<file path="src/rtl/pkt_buffer_writer.sv">
// pkt_buffer_writer
// Packet/metadata buffer write controller downstream of the PIFO enqueue stage.
// It admits or drops each whole packet at its first beat. Admitted beats are written
// into a ring-addressed packet memory, and the metadata into a ring-addressed slot memory.
// On the last beat it returns the head beat address and the metadata slot of the packet.
//
// Optional feature: define PKT_BUFFER_WRITER_DROP_CNT_EN to build a 32-bit wrapping
// dropped-packet counter on m_drop_count. Otherwise m_drop_count is tied to 0.
//
// Ports:
//   clk, reset                 clock, asynchronous active-high reset
//   s_axis_*                   beat stream in (data, keep, last, metadata, wr_en)
//   s_release_valid/_beats     packet reclaimed by the dequeue side, beats it freed
//   m_mem_wr_*                 packet memory write port, data = {tlast, tkeep, tdata}
//   m_meta_wr_*                metadata memory write port
//   m_axis_packet_addr(_valid) head address of a completed packet (one-cycle pulse)
//   m_axis_meta_addr(_valid)   metadata slot of a completed packet (same cycle)
//   m_beat_count/m_meta_count  occupancy counters
//   m_data/meta_almost_full    overflow hints for the enqueue stage
//   m_drop_count               dropped packets (0 unless the counter is built)
module pkt_buffer_writer #(
    parameter int unsigned DATA_WIDTH      = 256,
    parameter int unsigned SUME_META_WIDTH = 128,
    parameter int unsigned PKT_ADDR_WIDTH  = 11,
    parameter int unsigned META_ADDR_WIDTH = 5,
    parameter int unsigned MAX_PKT_BEATS   = 48
) (
    input  logic                                  clk,
    input  logic                                  reset,
    input  logic [DATA_WIDTH-1:0]                 s_axis_tdata,
    input  logic [DATA_WIDTH/8-1:0]               s_axis_tkeep,
    input  logic                                  s_axis_tlast,
    input  logic [SUME_META_WIDTH-1:0]            s_axis_tuser,
    input  logic                                  s_axis_wr_en,
    input  logic                                  s_release_valid,
    input  logic [PKT_ADDR_WIDTH-1:0]             s_release_beats,
    output logic                                  m_mem_wr_en,
    output logic [PKT_ADDR_WIDTH-1:0]             m_mem_wr_addr,
    output logic [DATA_WIDTH/8+DATA_WIDTH:0]      m_mem_wr_data,
    output logic                                  m_meta_wr_en,
    output logic [META_ADDR_WIDTH-1:0]            m_meta_wr_addr,
    output logic [SUME_META_WIDTH-1:0]            m_meta_wr_data,
    output logic [PKT_ADDR_WIDTH-1:0]             m_axis_packet_addr,
    output logic                                  m_axis_packet_addr_valid,
    output logic [META_ADDR_WIDTH-1:0]            m_axis_meta_addr,
    output logic                                  m_axis_meta_addr_valid,
    output logic [PKT_ADDR_WIDTH:0]               m_beat_count,
    output logic [META_ADDR_WIDTH:0]              m_meta_count,
    output logic                                  m_data_almost_full,
    output logic                                  m_meta_almost_full,
    output logic [31:0]                           m_drop_count
);

    localparam logic [PKT_ADDR_WIDTH:0]  PktDepth  = {1'b1, {PKT_ADDR_WIDTH{1'b0}}};
    localparam logic [META_ADDR_WIDTH:0] MetaDepth = {1'b1, {META_ADDR_WIDTH{1'b0}}};
    localparam logic [PKT_ADDR_WIDTH:0]  MaxBeats  = (PKT_ADDR_WIDTH + 1)'(MAX_PKT_BEATS);

    typedef enum logic [1:0] {StIdle, StWrite, StDrop} state_e;

    state_e                        state_q, state_d;
    logic [PKT_ADDR_WIDTH-1:0]     wr_ptr_q;
    logic [META_ADDR_WIDTH-1:0]    meta_ptr_q;
    logic [PKT_ADDR_WIDTH-1:0]     head_q;
    logic [META_ADDR_WIDTH-1:0]    slot_q;
    logic [PKT_ADDR_WIDTH:0]       beat_count_q;
    logic [META_ADDR_WIDTH:0]      meta_count_q;

    logic                          mem_wr_en_q;
    logic [PKT_ADDR_WIDTH-1:0]     mem_wr_addr_q;
    logic [DATA_WIDTH/8+DATA_WIDTH:0] mem_wr_data_q;
    logic                          meta_wr_en_q;
    logic [META_ADDR_WIDTH-1:0]    meta_wr_addr_q;
    logic [SUME_META_WIDTH-1:0]    meta_wr_data_q;
    logic                          done_q;
    logic [PKT_ADDR_WIDTH-1:0]     done_head_q;
    logic [META_ADDR_WIDTH-1:0]    done_slot_q;

    logic                          can_admit;
    logic                          beat_wr;
    logic                          meta_wr;
    logic                          done;
    logic                          drop_inc;
    logic [PKT_ADDR_WIDTH-1:0]     head_sel;
    logic [META_ADDR_WIDTH-1:0]    slot_sel;
    logic [PKT_ADDR_WIDTH:0]       beat_sum;
    logic [PKT_ADDR_WIDTH:0]       beat_count_d;
    logic [META_ADDR_WIDTH:0]      meta_sum;
    logic [META_ADDR_WIDTH:0]      meta_count_d;
    logic [PKT_ADDR_WIDTH:0]       release_beats;

    // Admission looks only at registered counters; a release this cycle is not yet visible.
    assign can_admit = ((PktDepth - beat_count_q) >= MaxBeats) && (meta_count_q != MetaDepth);

    // A single-beat packet completes from IDLE before head/slot are latched.
    assign head_sel = (state_q == StIdle) ? wr_ptr_q : head_q;
    assign slot_sel = (state_q == StIdle) ? meta_ptr_q : slot_q;

    always_comb begin
        state_d  = state_q;
        beat_wr  = 1'b0;
        meta_wr  = 1'b0;
        done     = 1'b0;
        drop_inc = 1'b0;
        if (s_axis_wr_en) begin
            unique case (state_q)
                StIdle: begin
                    if (can_admit) begin
                        meta_wr = 1'b1;
                        beat_wr = 1'b1;
                        done    = s_axis_tlast;
                        state_d = s_axis_tlast ? StIdle : StWrite;
                    end else begin
                        drop_inc = 1'b1;
                        state_d  = s_axis_tlast ? StIdle : StDrop;
                    end
                end
                StWrite: begin
                    beat_wr = 1'b1;
                    if (s_axis_tlast) begin
                        done    = 1'b1;
                        state_d = StIdle;
                    end
                end
                StDrop: begin
                    if (s_axis_tlast) begin
                        state_d = StIdle;
                    end
                end
                default: state_d = StIdle;
            endcase
        end
    end

    // Net counter update with saturation at zero on over-release.
    always_comb begin
        release_beats = {1'b0, s_release_beats};
        beat_sum      = beat_count_q + {{PKT_ADDR_WIDTH{1'b0}}, beat_wr};
        meta_sum      = meta_count_q + {{META_ADDR_WIDTH{1'b0}}, meta_wr};
        beat_count_d  = beat_sum;
        meta_count_d  = meta_sum;
        if (s_release_valid) begin
            beat_count_d = (release_beats > beat_sum) ? '0 : beat_sum - release_beats;
            meta_count_d = (meta_sum == '0) ? '0 : meta_sum - 1'b1;
        end
    end

    always_ff @(posedge clk or posedge reset) begin
        if (reset) begin
            state_q        <= StIdle;
            wr_ptr_q       <= '0;
            meta_ptr_q     <= '0;
            head_q         <= '0;
            slot_q         <= '0;
            beat_count_q   <= '0;
            meta_count_q   <= '0;
            mem_wr_en_q    <= 1'b0;
            mem_wr_addr_q  <= '0;
            mem_wr_data_q  <= '0;
            meta_wr_en_q   <= 1'b0;
            meta_wr_addr_q <= '0;
            meta_wr_data_q <= '0;
            done_q         <= 1'b0;
            done_head_q    <= '0;
            done_slot_q    <= '0;
        end else begin
            state_q      <= state_d;
            beat_count_q <= beat_count_d;
            meta_count_q <= meta_count_d;
            mem_wr_en_q  <= beat_wr;
            meta_wr_en_q <= meta_wr;
            done_q       <= done;
            if (meta_wr) begin
                head_q         <= wr_ptr_q;
                slot_q         <= meta_ptr_q;
                meta_ptr_q     <= meta_ptr_q + 1'b1;
                meta_wr_addr_q <= meta_ptr_q;
                meta_wr_data_q <= s_axis_tuser;
            end
            if (beat_wr) begin
                wr_ptr_q      <= wr_ptr_q + 1'b1;
                mem_wr_addr_q <= wr_ptr_q;
                mem_wr_data_q <= {s_axis_tlast, s_axis_tkeep, s_axis_tdata};
            end
            if (done) begin
                done_head_q <= head_sel;
                done_slot_q <= slot_sel;
            end
        end
    end

`ifdef PKT_BUFFER_WRITER_DROP_CNT_EN
    logic [31:0] drop_cnt_q;
    always_ff @(posedge clk or posedge reset) begin
        if (reset) begin
            drop_cnt_q <= '0;
        end else if (drop_inc) begin
            drop_cnt_q <= drop_cnt_q + 32'd1;
        end
    end
    assign m_drop_count = drop_cnt_q;
`else
    logic unused_drop_inc;
    assign unused_drop_inc = drop_inc;
    assign m_drop_count    = 32'd0;
`endif

    assign m_mem_wr_en              = mem_wr_en_q;
    assign m_mem_wr_addr            = mem_wr_addr_q;
    assign m_mem_wr_data            = mem_wr_data_q;
    assign m_meta_wr_en             = meta_wr_en_q;
    assign m_meta_wr_addr           = meta_wr_addr_q;
    assign m_meta_wr_data           = meta_wr_data_q;
    assign m_axis_packet_addr       = done_head_q;
    assign m_axis_packet_addr_valid = done_q;
    assign m_axis_meta_addr         = done_slot_q;
    assign m_axis_meta_addr_valid   = done_q;
    assign m_beat_count             = beat_count_q;
    assign m_meta_count             = meta_count_q;
    assign m_data_almost_full       = (PktDepth - beat_count_q) < MaxBeats;
    assign m_meta_almost_full       = (meta_count_q == MetaDepth);

endmodule

</file>
<file path="config.mk">
export PLATFORM = sky130hd
export DESIGN_NAME = pkt_buffer_writer
export DESIGN_NICKNAME = d
export VERILOG_FILES = /design/src/rtl/pkt_buffer_writer.sv
export SDC_FILE = /design/constraint.sdc
export NUM_CORES = 1
export LEC_CHECK = 0
export ABC_AREA = 1
export CAP_MARGIN = 0
export CELL_PAD_IN_SITES_DETAIL_PLACEMENT = 2
export CELL_PAD_IN_SITES_GLOBAL_PLACEMENT = 2
export CORE_AREA = 2 2 364 366
export CTS_BUF_LIST = sky130_fd_sc_hd__clkbuf_8
export DETAILED_ROUTE_END_ITERATION = 10
export DIE_AREA = 0 0 366 368
export PLACE_DENSITY_LB_ADDON = 0.1
export SLEW_MARGIN = 20
export SYNTH_ARGS = -nofsm -noshare
export SYNTH_HDL_FRONTEND = slang
export SYNTH_SLANG_ARGS = --single-unit
export TNS_END_PERCENT = 20
</file>
<file path="constraint.sdc">
create_clock -name clk -period 21.7 [get_ports clk]
set_clock_uncertainty 0.2 [all_clocks]
set_input_delay 3.255 -clock clk [delete_from_list [all_inputs] [get_ports clk]]
set_output_delay 3.255 -clock clk [all_outputs]
set_load 0.02 [all_outputs]
</file>
==> results by group <==
Run status
  • Status: finished, final reports clean

Cells and area
  • Fraction of layout cells with a size suffix above 1: 4.71%
  • Fin nets: 3,791
  • Cell area after layout: 33,400 sq um
  • Final Non-Filler Cells: 5,200
  • Area delta synth->final: 62.0%
  • Most common cell after layout, fill and taps aside: nand2_1
  • Most frequent cells in the layout: nand2_1, clkdlybuf4s50_1, dfrtp_1

Power
  • PD cells: 154 nW/um^2
  • Logic pwr share: 48.7%
  • Sw Ratio: 43.8%
  • Clk pwr share: 19.6%
  • Worst VDD drop: 50.1 uV
  • Psw: 2.25 mW
  • Internal power: 2.90 mW
  • Leakage: 16.1 nW
  • Seq pwr share: 31.7%

Worst setup path
  • Slowest CP cell: clkdlybuf4s50_1
  • Crit path DAT: 8.35 ns
  • CP startpoint: s_axis_wr_en
  • CP Class: in -> reg
  • Crit path largest cell delay: 1.10 ns
  • Maximum fanout along the worst path: 77
  • Crit end category: flip-flop
  • Startpoint Class: input port
  • Required time worst endpoint: 22.17 ns
  • Cell Chain, Critical Path: clkdlybuf4s50_1, nand2_8, inv_8, ha_1, nand3_1, nor3_1, nand2_1, nor2_1, xor2_1, ha_1, inv_1, o21bai_1, nor2_1, nand3_1, nand2_1, nand3_1, nand2_1, nand2_1
  • CP most frequent cell: nand2_1
  • RR Startpoint: m_beat_count[2]$_DFF_PP0_

Timing
  • Max_slew headroom: 32.5%
  • Worst setup margin: 13.82 ns
  • Final Slew Violations: 0
  • Final hold violations: 0
  • Finish-stage setup viols: 0
  • RSZ-0062 raised after global routing: no
  • Least-Margin Pin Slew: 1.01 ns
  • Fin crit share: 36.3%
  • Fin Hold WS: 0.270 ns
  • Setup_tns: 0 ns
  • Fmax: 0.127 GHz
  • Final min period: 7.88 ns

GRT
  • Global-route wire length before repair: 160,000 microns
  • GRT overflow: 0
  • Vias in the first global route: 22,400
  • Overall global routing resource usage: 16.2%
  • Largest net degree at the start of global routing: 185
  • Initial antenna violation count: 53

Synth
  • FF+latch count, synth: 499
  • Distinct cell type count after synthesis: 29
  • Post-synth EDFFs: 0
  • Post-synthesis sequential area ratio: 60.6%
  • Async set-reset flop share out of synthesis: 100%
  • Synth Cell Area: 20,600 sq um
  • Syn Area/Cell: 8.51 sq um
  • Share of the synthesized area in the top cell type: 60.6%
  • Post-synth top area cell: dfrtp_1
  • Most common flop cell mapped by yosys: dfrtp_1
  • Syn Inst Count: 2,423
  • Largest cells by area after synthesis: dfrtp_1, nand2_1, buf_4
  • Yosys warning count: 0

Die
  • I/O pin count: 937
  • Num rows: 133
  • Die Y: 368 microns
  • DIE AREA: 135,000 sq um
  • Core Region: 131,000 sq um
  • Die W: 366 microns
  • Effective utilization at floorplan: 15.8%

Min path
  • Hold path startpoint: m_meta_wr_data[63]$_DFFE_PP0P_
  • Hold/Removal Path Class: reg -> reg

Routing
  • Via count: 19,900
  • Routed Antenna Nets: 0
  • Via/cell ratio: 3.82
  • Drt first-iter violations: 670
  • Final wirelength: 110,000 microns
  • Wire length per cell: 21.2 microns
  • Drt first pass iters: 4
  • DRC Markers: 0

Place
  • I/O Buffers: 904
  • Dpl hpwl: 83,000 microns
  • Global placement routability congestion: 0.802
  • Placed insts: 4,980
  • Place WS: 12.81 ns
  • Placed inst area: 31,300 sq um

Clock tree
  • Clk buf depth: 3
  • CTS Hold Bufs: 0
  • CTS Buf Count: 109
  • Post-CTS Repair Setup Buffers: 0
  • CTS-repair resized insts: 0
  • Clk root buf: clkbuf_8
  • Clk Latency, worst-skew pair: 0.79 ns
  • CTS sink count: 499
  • CTS tree: done
  • Clk slew on worst S/H paths: 0.05 ns
  • H-tree levels: 3

Run
  • Max Cap Violations: 0
synthesized netlist by cell type, types with 16 or more instances:
library cell / count
ha_1: 21
buf_2: 64
nand3_1: 30
o21ai_0: 53
dfrtp_1: 499
nand2_1: 1457
buf_4: 44
inv_1: 83
clkbuf_1: 29
nand4_1: 20
a21oi_1: 16
xor2_1: 22
nor2_1: 42
worst max-delay path: cells and delay by family:
family,cells,cell delay (ns)
AND/OR/NAND/NOR,11,2.44
buffers and inverters,3,1.65
adder cells (fa/ha/maj),2,0.61
XOR/XNOR,1,0.26
AO/OA/AOI/OAI,1,0.06
per-layer routing:
layer | vias to the layer above | global-route usage [%] | routed length (microns)
li1 | 9175 | - | -
met1 | 9738 | 16.9 | 39900
met2 | 725 | 27.5 | 54500
met3 | 215 | 7.97 | 11700
met4 | 36 | 6.84 | 4010
met5 | - | 0 | 235
worst paths after layout:
path	slack [ns]	end	cells past startpoint
min reg2reg	0.27	m_meta_wr_data[63]$_DFFE_PP0P_	2
max in group asynchronous	16.26	m_mem_wr_data[84]$_DFFE_PP0P_	4
max	13.82	m_beat_count[2]$_DFF_PP0_	18
min	0.27	m_meta_wr_data[63]$_DFFE_PP0P_	2
min in group asynchronous	2.71	m_mem_wr_data[163]$_DFFE_PP0P_	2
max reg2reg	16.03	m_beat_count[2]$_DFF_PP0_	24
cell type report:
cell class | instances | area (sq um)
antenna | 30 | 75.1
clock buffer | 124 | 1710
clock inverter | 65 | 338
fill | 15000 | 97400
inverter | 85 | 337
multi-input combinational | 1721 | 7050
sequential | 499 | 12500
tap | 1755 | 2200
timing repair buffer | 921 | 9220
power groups by stage:
stage	logic (mW)	registers (mW)	clock network [mW]
6_report	2.51	1.63	1.01
5_1_grt	2.73	1.70	1.11
4_1_cts	2.58	1.65	1.07
3_5_place_dp	2.57	1.65	0
3_3_place_gp	2.53	1.63	0
2_1_floorplan	0.698	2.09	0
kinds of logic after synthesis:
group | Yosys count | share of synthesized area, %
buffers and inverters | 234 | 5.89
xor gates and xnor gates | 28 | 1.19
AOI/OAI and AO/OA | 75 | 1.88
other | 1 | 0.0182
and+or+nand+nor | 1564 | 29.1
DFF | 499 | 60.6
adders and majority gates | 22 | 1.37
through the flow:
step	util [%]	total power, mW
after CTS	25.5	5.29
final	25.5	5.15
after floorplan	-	2.79
after detailed placement	23.9	4.22
after global routing	25.5	5.54
after global placement	23.9	4.16
registers in the layout, indices dropped and copies added (netlist names):
| name | cells |
|---|---|
| m_meta_count | 6 |
| m_beat_count | 12 |
| m_mem_wr_addr | 11 |
| m_axis_packet_addr | 11 |
| head_q | 11 |
| wr_ptr_q | 11 |
| m_meta_wr_addr | 5 |
| m_axis_meta_addr_valid | 1 |
| meta_ptr_q | 5 |
| state_q | 2 |
| m_meta_wr_en | 1 |
| m_axis_meta_addr | 5 |
| m_meta_wr_data | 128 |
| m_mem_wr_data | 289 |
| m_mem_wr_en | 1 |
(Power assumes the default switching activity.)
